===== src/rtl/mac_crc_pkg.sv =====
// Shared constants and the single-byte reflected CRC-32 step used by the MAC CRC engine.
package mac_crc_pkg;

    localparam logic [31:0] CRC32_POLY_REFL = 32'hEDB8_8320;
    localparam logic [31:0] CRC32_INIT      = 32'hFFFF_FFFF;
    localparam logic [31:0] CRC32_RESIDUE   = 32'hDEBB_20E3;

    typedef enum logic {
        ST_IDLE  = 1'b0,
        ST_FRAME = 1'b1
    } frame_state_e;

    // Byte enters LSB-first, matching Ethernet bit order on the wire.
    function automatic logic [31:0] crc32_byte(input logic [31:0] state, input logic [7:0] data);
        logic [31:0] s;
        s = state ^ {24'h0, data};
        for (int i = 0; i < 8; i++) begin
            s = s[0] ? ((s >> 1) ^ CRC32_POLY_REFL) : (s >> 1);
        end
        return s;
    endfunction

endpackage


===== src/rtl/crc32_lane_step.sv =====
// Combinational CRC-32 advance over the first nbytes_i bytes of a beat, byte 0 first.
module crc32_lane_step
    import mac_crc_pkg::*;
#(
    parameter int DATA_BYTES = 8,
    parameter int CNT_W      = $clog2(DATA_BYTES + 1)
) (
    input  logic [31:0]             state_i,
    input  logic [8*DATA_BYTES-1:0] data_i,
    input  logic [CNT_W-1:0]        nbytes_i,
    output logic [31:0]             state_o
);

    logic [31:0] chain [DATA_BYTES+1];

    always_comb begin
        chain[0] = state_i;
        for (int k = 0; k < DATA_BYTES; k++) begin
            chain[k+1] = crc32_byte(chain[k], data_i[8*k +: 8]);
        end
    end

    // Tap the chain after exactly nbytes_i bytes; zero bytes passes the state through.
    always_comb begin
        state_o = chain[0];
        for (int k = 1; k <= DATA_BYTES; k++) begin
            if (nbytes_i == CNT_W'(k)) begin
                state_o = chain[k];
            end
        end
    end

endmodule


===== src/rtl/mac_soft_crc.sv =====
// Ethernet CRC-32 engine: frames beats by SOF/EOF, accumulates CRC and length, reports per frame.
module mac_soft_crc
    import mac_crc_pkg::*;
#(
    parameter int DATA_BYTES = 8,
    parameter int OUT_REG    = 0,
    parameter int LEN_WIDTH  = 16
) (
    input  logic                    clk_i,
    input  logic                    rst_i,
    input  logic [8*DATA_BYTES-1:0] din_i,
    input  logic [DATA_BYTES-1:0]   din_valid_i,
    input  logic                    din_sof_i,
    input  logic                    din_eof_i,
    output logic [31:0]             crc_out_o,
    output logic                    crc_valid_o,
    output logic                    crc_ok_o,
    output logic                    mask_err_o,
    output logic [LEN_WIDTH-1:0]    frame_len_o
);

    localparam int CNT_W = $clog2(DATA_BYTES + 1);

    frame_state_e         fsm_q;
    logic [31:0]          state_q;
    logic [LEN_WIDTH-1:0] len_q;
    logic                 err_q;

    logic [31:0]          state_d;
    logic [LEN_WIDTH-1:0] len_d;
    logic                 err_d;

    logic                 res_valid_q;
    logic [31:0]          res_crc_q;
    logic                 res_ok_q;
    logic                 res_err_q;
    logic [LEN_WIDTH-1:0] res_len_q;

    logic [CNT_W-1:0]     nBytes;
    logic                 leadRun;
    logic                 maskOk;
    logic                 sofQual;
    logic                 take;
    logic                 report;
    logic [31:0]          baseState;
    logic [LEN_WIDTH-1:0] baseLen;
    logic                 baseErr;
    logic [LEN_WIDTH:0]   lenSum;

    // Only the run of ones starting at byte 0 carries data.
    always_comb begin
        nBytes  = '0;
        leadRun = 1'b1;
        for (int i = 0; i < DATA_BYTES; i++) begin
            if (leadRun && din_valid_i[i]) begin
                nBytes = nBytes + CNT_W'(1);
            end else begin
                leadRun = 1'b0;
            end
        end
    end

    assign maskOk = ((din_valid_i & (din_valid_i + DATA_BYTES'(1))) == '0);

    // An empty SOF beat only opens a frame if it also closes it.
    assign sofQual   = din_sof_i && ((|din_valid_i) || din_eof_i);
    assign take      = sofQual || (fsm_q == ST_FRAME);
    assign report    = take && din_eof_i;
    assign baseState = sofQual ? CRC32_INIT : state_q;
    assign baseLen   = sofQual ? '0 : len_q;
    assign baseErr   = sofQual ? 1'b0 : err_q;

    assign lenSum = {1'b0, baseLen} + (LEN_WIDTH+1)'(nBytes);
    assign len_d  = lenSum[LEN_WIDTH] ? '1 : lenSum[LEN_WIDTH-1:0];
    assign err_d  = baseErr | ~maskOk;

    crc32_lane_step #(
        .DATA_BYTES (DATA_BYTES),
        .CNT_W      (CNT_W)
    ) u_lane_step (
        .state_i  (baseState),
        .data_i   (din_i),
        .nbytes_i (nBytes),
        .state_o  (state_d)
    );

    always_ff @(posedge clk_i) begin
        if (rst_i) begin
            fsm_q       <= ST_IDLE;
            state_q     <= CRC32_INIT;
            len_q       <= '0;
            err_q       <= 1'b0;
            res_valid_q <= 1'b0;
            res_crc_q   <= '0;
            res_ok_q    <= 1'b0;
            res_err_q   <= 1'b0;
            res_len_q   <= '0;
        end else begin
            case (fsm_q)
                ST_IDLE:  if (sofQual && !din_eof_i) fsm_q <= ST_FRAME;
                ST_FRAME: if (din_eof_i) fsm_q <= ST_IDLE;
                default:  fsm_q <= ST_IDLE;
            endcase

            res_valid_q <= report;
            if (report) begin
                res_crc_q <= ~state_d;
                res_ok_q  <= (state_d == CRC32_RESIDUE);
                res_err_q <= err_d;
                res_len_q <= len_d;
                state_q   <= CRC32_INIT;
                len_q     <= '0;
                err_q     <= 1'b0;
            end else if (take) begin
                state_q <= state_d;
                len_q   <= len_d;
                err_q   <= err_d;
            end
        end
    end

    generate
        if (OUT_REG != 0) begin : g_out_reg
            logic                 out_valid_q;
            logic [31:0]          out_crc_q;
            logic                 out_ok_q;
            logic                 out_err_q;
            logic [LEN_WIDTH-1:0] out_len_q;

            always_ff @(posedge clk_i) begin
                if (rst_i) begin
                    out_valid_q <= 1'b0;
                    out_crc_q   <= '0;
                    out_ok_q    <= 1'b0;
                    out_err_q   <= 1'b0;
                    out_len_q   <= '0;
                end else begin
                    out_valid_q <= res_valid_q;
                    if (res_valid_q) begin
                        out_crc_q <= res_crc_q;
                        out_ok_q  <= res_ok_q;
                        out_err_q <= res_err_q;
                        out_len_q <= res_len_q;
                    end
                end
            end

            assign crc_valid_o = out_valid_q;
            assign crc_out_o   = out_crc_q;
            assign crc_ok_o    = out_ok_q;
            assign mask_err_o  = out_err_q;
            assign frame_len_o = out_len_q;
        end else begin : g_no_out_reg
            assign crc_valid_o = res_valid_q;
            assign crc_out_o   = res_crc_q;
            assign crc_ok_o    = res_ok_q;
            assign mask_err_o  = res_err_q;
            assign frame_len_o = res_len_q;
        end
    endgenerate

endmodule

===== config.mk =====
export PLATFORM = sky130hd
export DESIGN_NAME = mac_soft_crc
export DESIGN_NICKNAME = d
export VERILOG_FILES = /design/src/rtl/mac_crc_pkg.sv /design/src/rtl/crc32_lane_step.sv /design/src/rtl/mac_soft_crc.sv
export SDC_FILE = /design/constraint.sdc
export NUM_CORES = 1
export LEC_CHECK = 0
export ABC_AREA = 1
export BUFFER_PORTS_ARGS = -buffer_cell sky130_fd_sc_hd__buf_2
export CAP_MARGIN = 30
export CORE_UTILIZATION = 42
export DETAILED_ROUTE_END_ITERATION = 10
export HOLD_SLACK_MARGIN = 0.12
export PLACE_DENSITY = 0.68
export SYNTH_ARGS = -nofsm -noshare
export SYNTH_HDL_FRONTEND = slang
export SYNTH_HIERARCHICAL = 1
export SYNTH_SLANG_ARGS = --single-unit
export TNS_END_PERCENT = 100

===== constraint.sdc =====
create_clock -name clk_i -period 8.25 [get_ports clk_i]
set_input_delay 0.825 -clock clk_i [delete_from_list [all_inputs] [get_ports clk_i]]
set_output_delay 0.825 -clock clk_i [all_outputs]
set_load 0.1 [all_outputs]

### After elaboration in Yosys (flattened, before gate mapping)

Cells that the tools add are included.

| word-level totals | value |
|---|---|
| bits in registers | 101 |
| input port bits | 76 |

| cells by class | value |
|---|---|
| add/subtract/negate cells | 9 |
| equal/unequal tests | 9 |
| muxes and demuxes | 94 |
| bitwise logic cells | 77 |
| reductions and logical operators | 16 |

Operator list:

| operator | count |
|---|---|
| 32-bit two-way mux | 73 |
| 13-bit NOT with 14-bit output | 64 |
| 32-bit by 8-bit bitwise XOR with 32-bit output | 8 |
| 32-bit equality test, second input constant | 1 |
| 16-bit two-way mux | 2 |
| 32-bit NOT | 1 |
| 4-bit by 1-bit adder with 4-bit output, second input constant | 6 |
| 4-bit two-way mux | 6 |
| 16-bit by 4-bit adder with 17-bit output | 1 |
| 4-bit by 3-bit equality test with 1-bit output, second input constant | 4 |
| 1-bit two-way mux | 11 |
| 1-bit logical AND | 10 |
| 8-bit by 1-bit adder with 8-bit output, second input constant | 1 |
| 8-bit bitwise AND | 1 |
| 4-bit by 2-bit equality test with 1-bit output, second input constant | 2 |
| 8-bit zero test | 1 |
| 8-bit OR reduction | 1 |
| 4-bit by 1-bit equality test with 1-bit output, second input constant | 1 |
| 4-bit equality test, second input constant | 1 |
| 1-bit by 1-bit adder with 2-bit output, second input constant | 1 |
| 1-bit logical OR | 2 |
| 2-bit two-way mux | 1 |
| 1-bit NOT | 2 |
| 1-bit case mux with 2 select lines | 1 |
| 3 further kinds | 3 |

### Longest topological paths before layout

Gate-level depths: netlist (run 1).

| depth | value |
|---|---|
| word-level depth | 142 |
| depth in mapped cells | 73 |

### Hierarchy

Netlist (run 1), hierarchy kept.

Modules (own cells, without submodules):

| module | times used | cells an instance | area an instance (sq um) | seq. area each (sq um) |
|---|---|---|---|---|
| crc32_lane_step | 1 | 2891 | 14061.0 | 0.0 |
| mac_soft_crc | 1 | 644 | 4688.2 | 2021.9 |

### Worst setup path after synthesis (run 1)

Ideal clock, no wire load.

| timing path | value |
|---|---|
| kind | input to register |
| start point | input din_valid_i[4] |
| end point | register res_ok_q (netlist: crc_ok_o) |
| arrival | 6807 ps |
| required time | 8189 ps |
| path slack | 1382 ps |
| stages on the path | 59 |
| path buffers | 6 |
| cells stage by stage | or2_1 > nor2_1 > nand2_1 > nand2_4 > buf_6 > buf_2 > buf_1 > nand2_1 > inv_1 > nand2_1 > nand2_2 > nand2_4 > nand2_4 > nand2_2 > nand2_2 > nand2_1 > nand2_1 > buf_6 > (+23 left out) > nand2_2 > nand3_1 > nand2_4 > xor2_2 > inv_2 > nand2_2 > nand2_1 > xor2_1 > or2_1 > nand2_1 > nand2_1 > nand3_1 > nand2_1 > nor2_1 > nand2_1 > nor4_1 > nand3_1 > nand2_1 |

RTL lines:

| element | line | source |
|---|---|---|
| start, declared | mac_soft_crc.sv:12 | `input logic [DATA_BYTES-1:0] din_valid_i,` |
| 8-bit OR reduction * | mac_soft_crc.sv:66 | `assign sofQual = din_sof_i && ((\|din_valid_i) \|\| din_eof_i);` |
| 1-bit logical OR * | mac_soft_crc.sv:66 |  |
| 1-bit logical AND * | mac_soft_crc.sv:66 |  |
| 32-bit two-way mux * | mac_soft_crc.sv:69 | `assign baseState = sofQual ? CRC32_INIT : state_q;` |
| via baseState[1] | mac_soft_crc.sv:45 | `logic [31:0] baseState;` |
| 32-bit by 8-bit bitwise XOR with 32-bit output * | mac_crc_pkg.sv:16 | `s = state ^ {24'h0, data};` |
| 32-bit two-way mux * (4 in a row) | mac_crc_pkg.sv:18 | `s = s[0] ? ((s >> 1) ^ CRC32_POLY_REFL) : (s >> 1);` |
| 13-bit NOT with 14-bit output (no line) / 32-bit two-way mux (equally long branches) | -- |  |
| (+83 left out) | -- |  |
| 32-bit two-way mux (3 in a row) | mac_crc_pkg.sv:18 |  |
| 13-bit NOT with 14-bit output (no line) / 32-bit two-way mux (equally long branches) | -- |  |
| 32-bit two-way mux | mac_crc_pkg.sv:18 |  |
| 13-bit NOT with 14-bit output (no line) / 32-bit two-way mux (equally long branches) | -- |  |
| 32-bit two-way mux | mac_crc_pkg.sv:18 |  |
| 32-bit two-way mux * | crc32_lane_step.sv:27 | `if (nbytes_i == CNT_W'(k)) begin` |
| via state_d[8] | mac_soft_crc.sv:29 | `logic [31:0] state_d;` |
| 32-bit equality test * | mac_soft_crc.sv:108 | `res_ok_q <= (state_d == CRC32_RESIDUE);` |
| end signal, assigned | mac_soft_crc.sv:108 |  |
| end, declared | mac_soft_crc.sv:35 | `logic res_ok_q;` |

The timed path passes the listed nets; every way through them passes the cells marked *.
A chain may end at the register's enable or synchronous reset.

### Worst setup path in the final report (run 1)

| timing path | value |
|---|---|
| start point | input din_valid_i[4] |
| end point | register res_ok_q (netlist: crc_ok_o) |

RTL lines:

| element | line |
|---|---|
| 8-bit OR reduction * | mac_soft_crc.sv:66 |
| 1-bit logical OR * | mac_soft_crc.sv:66 |
| 1-bit logical AND * | mac_soft_crc.sv:66 |
| 32-bit two-way mux * | mac_soft_crc.sv:69 |
| via baseState[1] | mac_soft_crc.sv:45 |
| 32-bit by 8-bit bitwise XOR with 32-bit output * | mac_crc_pkg.sv:16 |
| 32-bit two-way mux * (4 in a row) | mac_crc_pkg.sv:18 |
| 13-bit NOT with 14-bit output (no line) / 32-bit two-way mux (equally long branches) | -- |
| (+84 left out) | -- |
| 32-bit two-way mux (2 in a row) | mac_crc_pkg.sv:18 |
| 13-bit NOT with 14-bit output (no line) / 32-bit two-way mux (equally long branches) | -- |
| 32-bit two-way mux | mac_crc_pkg.sv:18 |
| 13-bit NOT with 14-bit output (no line) / 32-bit two-way mux (equally long branches) | -- |
| 32-bit two-way mux | mac_crc_pkg.sv:18 |
| 32-bit two-way mux * | crc32_lane_step.sv:27 |
| via state_d[20] | mac_soft_crc.sv:29 |
| 32-bit equality test * | mac_soft_crc.sv:108 |

Marked as above.

==> results of run 1 <==
==> placed cells by master (no fill, tap or decap), types with 3 or more instances in the layout <==
master | synthesis | layout
buf_2 | 21 | 126
xor2_2 | 9 | 12
dfxtp_1 | 101 | 101
nand2_4 | 37 | 69
nand3_2 | 46 | 53
a21oi_1 | 58 | 57
xor2_1 | 98 | 95
nand3_1 | 577 | 570
nand4_1 | 16 | 16
o311ai_0 | 7 | 7
a22oi_1 | 3 | 3
o211ai_1 | 56 | 56
buf_4 | 6 | 125
clkbuf_16 | 0 | 9
xnor2_1 | 38 | 37
inv_2 | 35 | 35
o21ai_0 | 163 | 163
nor2_2 | 4 | 5
o221ai_1 | 7 | 7
inv_4 | 5 | 6
o22ai_1 | 4 | 4
nand2_2 | 171 | 166
a31oi_1 | 36 | 36
o21ai_1 | 27 | 27
inv_1 | 276 | 274
clkinv_1 | 3 | 3
nor3_2 | 0 | 7
or2_1 | 4 | 4
nand2_1 | 1525 | 1497
ha_1 | 9 | 9
nand3b_1 | 7 | 7
o21bai_1 | 11 | 11
nor2_1 | 73 | 72
xnor2_2 | 2 | 3
==> worst max-delay path, delay by kind of cell <==
kind | cells | cell delay, ns
buf+inv | 4 | 0.47
simple gates | 56 | 6.62
==> final timing paths <==
kind	startpoint	endpoint	slack [ns]
worst min-delay path	frame_len_o[8]	frame_len_o[8]	0.45
worst max-delay path	din_valid_i[4]	crc_ok_o	0.55
worst min register to register	frame_len_o[8]	frame_len_o[8]	0.45
worst max register to register	state_q[1]	crc_ok_o	1.38
==> state kept, by name, summed over array words and instances, names as in the netlist <==
name	cells
mask_err_o	1
crc_valid_o	1
err_q	1
state_q	32
frame_len_o	16
crc_ok_o	1
fsm_q	1
crc_out_o	32
len_q	16
==> logic make-up after synthesis <==
| family | after synthesis |
|---|---|
| buf+inv | 419 |
| fa+ha+maj | 10 |
| simple gates | 2479 |
| flops | 101 |
| compound gates | 375 |
| xor+xnor | 151 |
==> layer usage <==
| layer | wire (um) | global-route usage, % |
|---|---|---|
| met5 | 16 | 0 |
| met3 | 9175 | 5.192 |
| met4 | 3448 | 13.47 |
| met2 | 34890 | 54.23 |
| met1 | 33650 | 47.44 |
==> repair_timing <==
action | CTS | global route
endpoints found under the setup margin | 0 | 56
resized for setup | 0 | 83
setup buffers | 0 | 16
==> area by class of cell <==
class | count | share of cell area (%)
Clock buffer | 9 | 1.061
Clock inverter | 7 | 0.3477
Timing Repair inverter | 1 | 0.03535
Timing Repair Buffer | 254 | 7.589
Sequential cell | 101 | 9.522
Inverter | 319 | 5.727
Tap cell | 592 | 3.488
Antenna cell | 1 | 0.01178
Multi-Input combinational cell | 3016 | 72.22
==> metrics by stage <==
| stage | instance area (um2) | hold WS (ns) | setup WS (ns) | instances |
|---|---|---|---|---|
| after detailed placement | 20440 | 0.4352 | 0.05375 | 4265 |
| after global routing | 21230 | 0.4684 | -0.1195 | 4299 |
| after CTS | 20740 | 0.4531 | 0.3847 | 4281 |
| after global placement | 20440 | 0.4325 | 0.08273 | 4265 |
| final | 21230 | 0.4528 | 0.5472 | 4300 |
| after floorplan | 18750 | 0.4580 | 1.382 | 3535 |
==> results.py, run 1 <==
metrics = {
    "flow_run": {
        "drv_cap": 0,
    },
    "yosys": {
        "synth_edf_count": 0,
        "synth_top_cell_area_share_pct": 30.53,
        "synth_cell_type_count": 51,
        "synth-compound-area-share_pct": 11.55,
        "yosys_most_used_dff": "dfxtp_1",
        "synth_top_area_cell": "nand2_1",
        "syn_area_per_cell_um2": 5.304,
        "synth_area_um2": 18750,
        "synth-async-reset-ratio_pct": 0,
        "synthCells": 3535,
        "ys_seq_area_share_pct": 10.78,
        "synth_adder_area_share_pct": 0.7074,
        "ys.warnings.count": 6,
        "synth_fp_nets": 3621,
        "synth-seq-cells": 101,
        "yosys.area_share.simple_pct": 59.68,
        "synthMuxAreaShare_pct": 0,
        "synth_area_leaders": "nand2_1 (31%), nand3_1 (15%), dfxtp_1 (11%)",
        "synth_top_family_by_area": "simple AND/OR/NAND/NOR gates",
        "synth_xor_area_share_pct": 7.841,
        "yosysMostFrequentCell": "nand2_1",
        "synth_common_cells": "nand2_1 (1,525), nand3_1 (577), inv_1 (276), nand2_2 (171), o21ai_0 (163)",
    },
    "clock_network": {
        "cts_hold_buffers": 0,
        "cts_tree": "built",
        "clock_latency_ns": 0.35,
        "cts_buffer_depth": 2,
        "clockRootBuffer": "clkbuf_16",
        "clkSlewWorstSetupHoldPaths_ns": 0.08,
        "cts.sinks": 101,
        "htreeDepth": 3,
        "numCtsBuffers": 9,
    },
    "final_layout": {
        "ff_latch_area_um2": 2022,
        "syn_to_final_growth_pct": 13.25,
        "drive_gt1_share_pct": 17.26,
        "final_core_util_pct": 48.12,
        "fin_nets": 3788,
        "multiInputGateArea_um2": 15330,
        "nFillCells": 4854,
    },
    "drt": {
        "wl_um": 81180,
        "viasPerCell": 5.678,
        "route.detailed.drc": 0,
        "dr.first_iter.drc_count": 3404,
        "antenna_left": 0,
        "num_vias": 24410,
        "wl_per_cell_um": 18.88,
        "drtPass1Iterations": 6,
    },
    "sta": {
        "tightest_slew_ns": 0.9520,
        "finalCriticalPeriod_ns": 7.703,
        "period_share_pct": 93.37,
        "slew_violations": 0,
        "finalHoldViolations": 0,
        "finClkSkew_ns": 0.01055,
        "relSlewSlack_pct": 36.53,
        "tns_ns": 0,
        "setup_viol": 0,
        "max_freq_ghz": 0.1298,
    },
    "place": {
        "dp_hpwl_um": 65710,
        "portBuffers": 126,
        "routabilityCongestion": 1.072,
    },
    "die": {
        "core_um2": 44120,
        "rows": 77,
        "io_pins": 127,
        "dieArea_um2": 45490,
        "chipHeight_um": 213.3,
        "initial_core_util_pct": 42.49,
        "fp.dieW_um": 213.3,
    },
    "critical_path": {
        "critPathCaptureType": "flop",
        "rr_worst_depth": 56,
        "slowest_delay_ns": 0.30,
        "path_common_cell": "nand2_1",
        "crit_required_ns": 8.55,
        "start_kind": "primary input",
        "worstPathArrival_ns": 8.00,
        "crit_type": "in2reg",
        "critPathMaxFanout": 10,
        "slowest_stage": "nor4_2",
    },
    "min_path": {
        "hp-class": "reg2reg",
        "whs_path_depth": 2,
    },
    "global_routing": {
        "grt_overflow": 0,
        "grt_usage_pct": 34.66,
        "grt_pass1_wl_um": 121800,
        "antenna_found_initial": 2,
        "grt_max_degree": 100,
        "grt_pass1_vias": 21000,
    },
    "outcome": {
        "status": "complete, no violations",
    },
}
Power of run 1 is not shown: default switching activity piles up to over one toggle a cycle in this logic, so the estimate is an artifact.
==> run 2: changes to the inputs <==
CELL_PAD_IN_SITES_DETAIL_PLACEMENT = 0   (was unset)
CELL_PAD_IN_SITES_GLOBAL_PLACEMENT = 2   (was unset)
CORE_UTILIZATION = 32   (was 42)
PLACE_DENSITY = 0.92   (was 0.68)
==> run 2 against run 1 <==
Compared with the run above: register-to-register slack lost 0.20 ns; first-iteration DRC count shrank 24%; wire length grew 6.8%; hold slack lost 0.0020 ns; clock skew grew 0.0014 ns; clock-buffer cell count is the same; highest routed layer is now met4; worst setup slack lost 0.10 ns; die area grew 31%; cell count grew 5.8%; sequential cell count is the same; via count shrank 0.70%.
==> results.py, run 2 (same netlist as run 1, synthesis figures left out) <==
metrics = {
    "critical_path": {
        "crit_required_ns": 8.55,
        "startpoint": "din_valid_i[4]",
        "path_common_cell": "nand2_1",
        "critPathMaxFanout": 9,
        "r2r_end": "crc_ok_o",
        "r2r-start": "state_q[5]",
        "reg2reg_slack_ns": 1.18,
        "slowest_stage": "xor2_1",
        "start_kind": "primary input",
        "rr_worst_depth": 49,
        "worstPathArrival_ns": 8.11,
        "critPathCaptureType": "flop",
        "slowest_delay_ns": 0.36,
        "crit_type": "in2reg",
    },
    "min_path": {
        "whs_path_depth": 2,
        "hp-class": "reg2reg",
        "hold_start": "frame_len_o[10]",
        "hold-path-endpoint": "frame_len_o[10]",
    },
    "global_routing": {
        "antenna_found_initial": 0,
        "grt_pass1_vias": 21370,
        "grt_max_degree": 100,
        "grt_usage_pct": 28.03,
        "grt_overflow": 0,
        "grt_pass1_wl_um": 129400,
    },
    "die": {
        "fp.dieW_um": 244.1,
        "io_pins": 127,
        "rows": 88,
        "chipHeight_um": 244.1,
        "core_um2": 57810,
        "initial_core_util_pct": 32.44,
        "dieArea_um2": 59560,
    },
    "place": {
        "routabilityCongestion": 1.040,
        "dp_hpwl_um": 72190,
        "portBuffers": 126,
        "placement.cell_area_um2": 21290,
        "dpl.cell_count": 4514,
    },
    "drt": {
        "viasPerCell": 5.328,
        "drtPass1Iterations": 8,
        "route.detailed.drc": 0,
        "wl_per_cell_um": 19.06,
        "dr.first_iter.drc_count": 2595,
        "wl_um": 86720,
        "num_vias": 24240,
        "antenna_left": 0,
    },
    "clock_network": {
        "htreeDepth": 3,
        "cts_hold_buffers": 0,
        "cts_buffer_depth": 2,
        "numCtsBuffers": 9,
        "clockRootBuffer": "clkbuf_16",
        "cts_tree": "built",
        "cts.sinks": 101,
        "clkSlewWorstSetupHoldPaths_ns": 0.08,
        "clock_latency_ns": 0.35,
    },
    "sta": {
        "relSlewSlack_pct": 28.03,
        "slew_violations": 0,
        "finalCriticalPeriod_ns": 7.807,
        "tns_ns": 0,
        "finalHoldViolations": 0,
        "tightest_slew_ns": 1.066,
        "period_share_pct": 94.63,
        "finClkSkew_ns": 0.01195,
        "setup_viol": 0,
        "max_freq_ghz": 0.1281,
    },
    "final_layout": {
        "layout_commonest_cell": "nand2_1",
        "stdcell_area_um2": 22120,
        "multiInputGateArea_um2": 15350,
        "drive_gt1_share_pct": 19.16,
        "fin_nets": 3864,
        "ff_latch_area_um2": 2022,
        "syn_to_final_growth_pct": 17.99,
        "final_cells": 4550,
        "nFillCells": 6598,
        "mostFrequentLayoutCells": "nand2_1 (1,489), nand3_1 (570), inv_1 (274), buf_4 (195), nand2_2 (179)",
    },
    "flow_run": {
        "drv_cap": 0,
    },
    "outcome": {
        "status": "complete, no violations",
    },
}
-- run 2: per-stage QoR --
stage          hold slack, ns  worst slack (ns)  util (%)
5_1_grt                0.4699          -0.04029     38.26
6_report               0.4507            0.4429     38.27
2_1_floorplan          0.4580             1.382         -
3_5_place_dp           0.4363          0.009964     36.83
4_1_cts                0.4540            0.3621     37.38
3_3_place_gp           0.4353          -0.06342     36.83
-- run 2: how the worst max path moves through the flow --
stage                     to  slack [ns]  depth (start not counted)
finish              crc_ok_o        0.44                         53
global route        crc_ok_o       -0.04                         58
CTS                 crc_ok_o        0.36                         58
detailed placement  crc_ok_o        0.01                         59
global placement    crc_ok_o       -0.06                         58
floorplan           crc_ok_o        1.38                         59
-- run 2: what timing repair did --
| item | in CTS | in global routing |
|---|---|---|
| gates resized for setup | 0 | 88 |
| endpoints found under the setup margin | 0 | 43 |
| buffers inserted | 0 | 15 |
| endpoints found under the hold margin | 0 | 0 |
-- run 2: per-layer routing --
metal | routed length (um) | track usage (%) | vias up
met2 | 38290 | 45.20 | 1061
li1 | - | - | 11960
met4 | 3157 | 8.971 | 0
met5 | 0 | 0 | -
met1 | 39080 | 39.22 | 11070
met3 | 6185 | 2.184 | 154
-- run 2: worst max-delay path: cells and delay by family --
kind                   cells  cell delay (ns)
AO/OA/AOI/OAI              2             0.21
XOR/XNOR                   4             1.04
buffers and inverters      4             0.56
AND/OR/NAND/NOR           43             5.41
-- run 2: cell type report --
type                            instances  share of cell area (%)
Timing Repair inverter                  1                 0.02262
Clock buffer                            9                   1.018
Multi-Input combinational cell       3016                   69.37
Clock inverter                          7                  0.4129
Timing Repair Buffer                  330                   10.20
Inverter                              319                   5.486
Antenna cell                            2                 0.02262
Tap cell                              765                   4.327
Sequential cell                       101                   9.140
Power of run 2 is left out for the same reason.
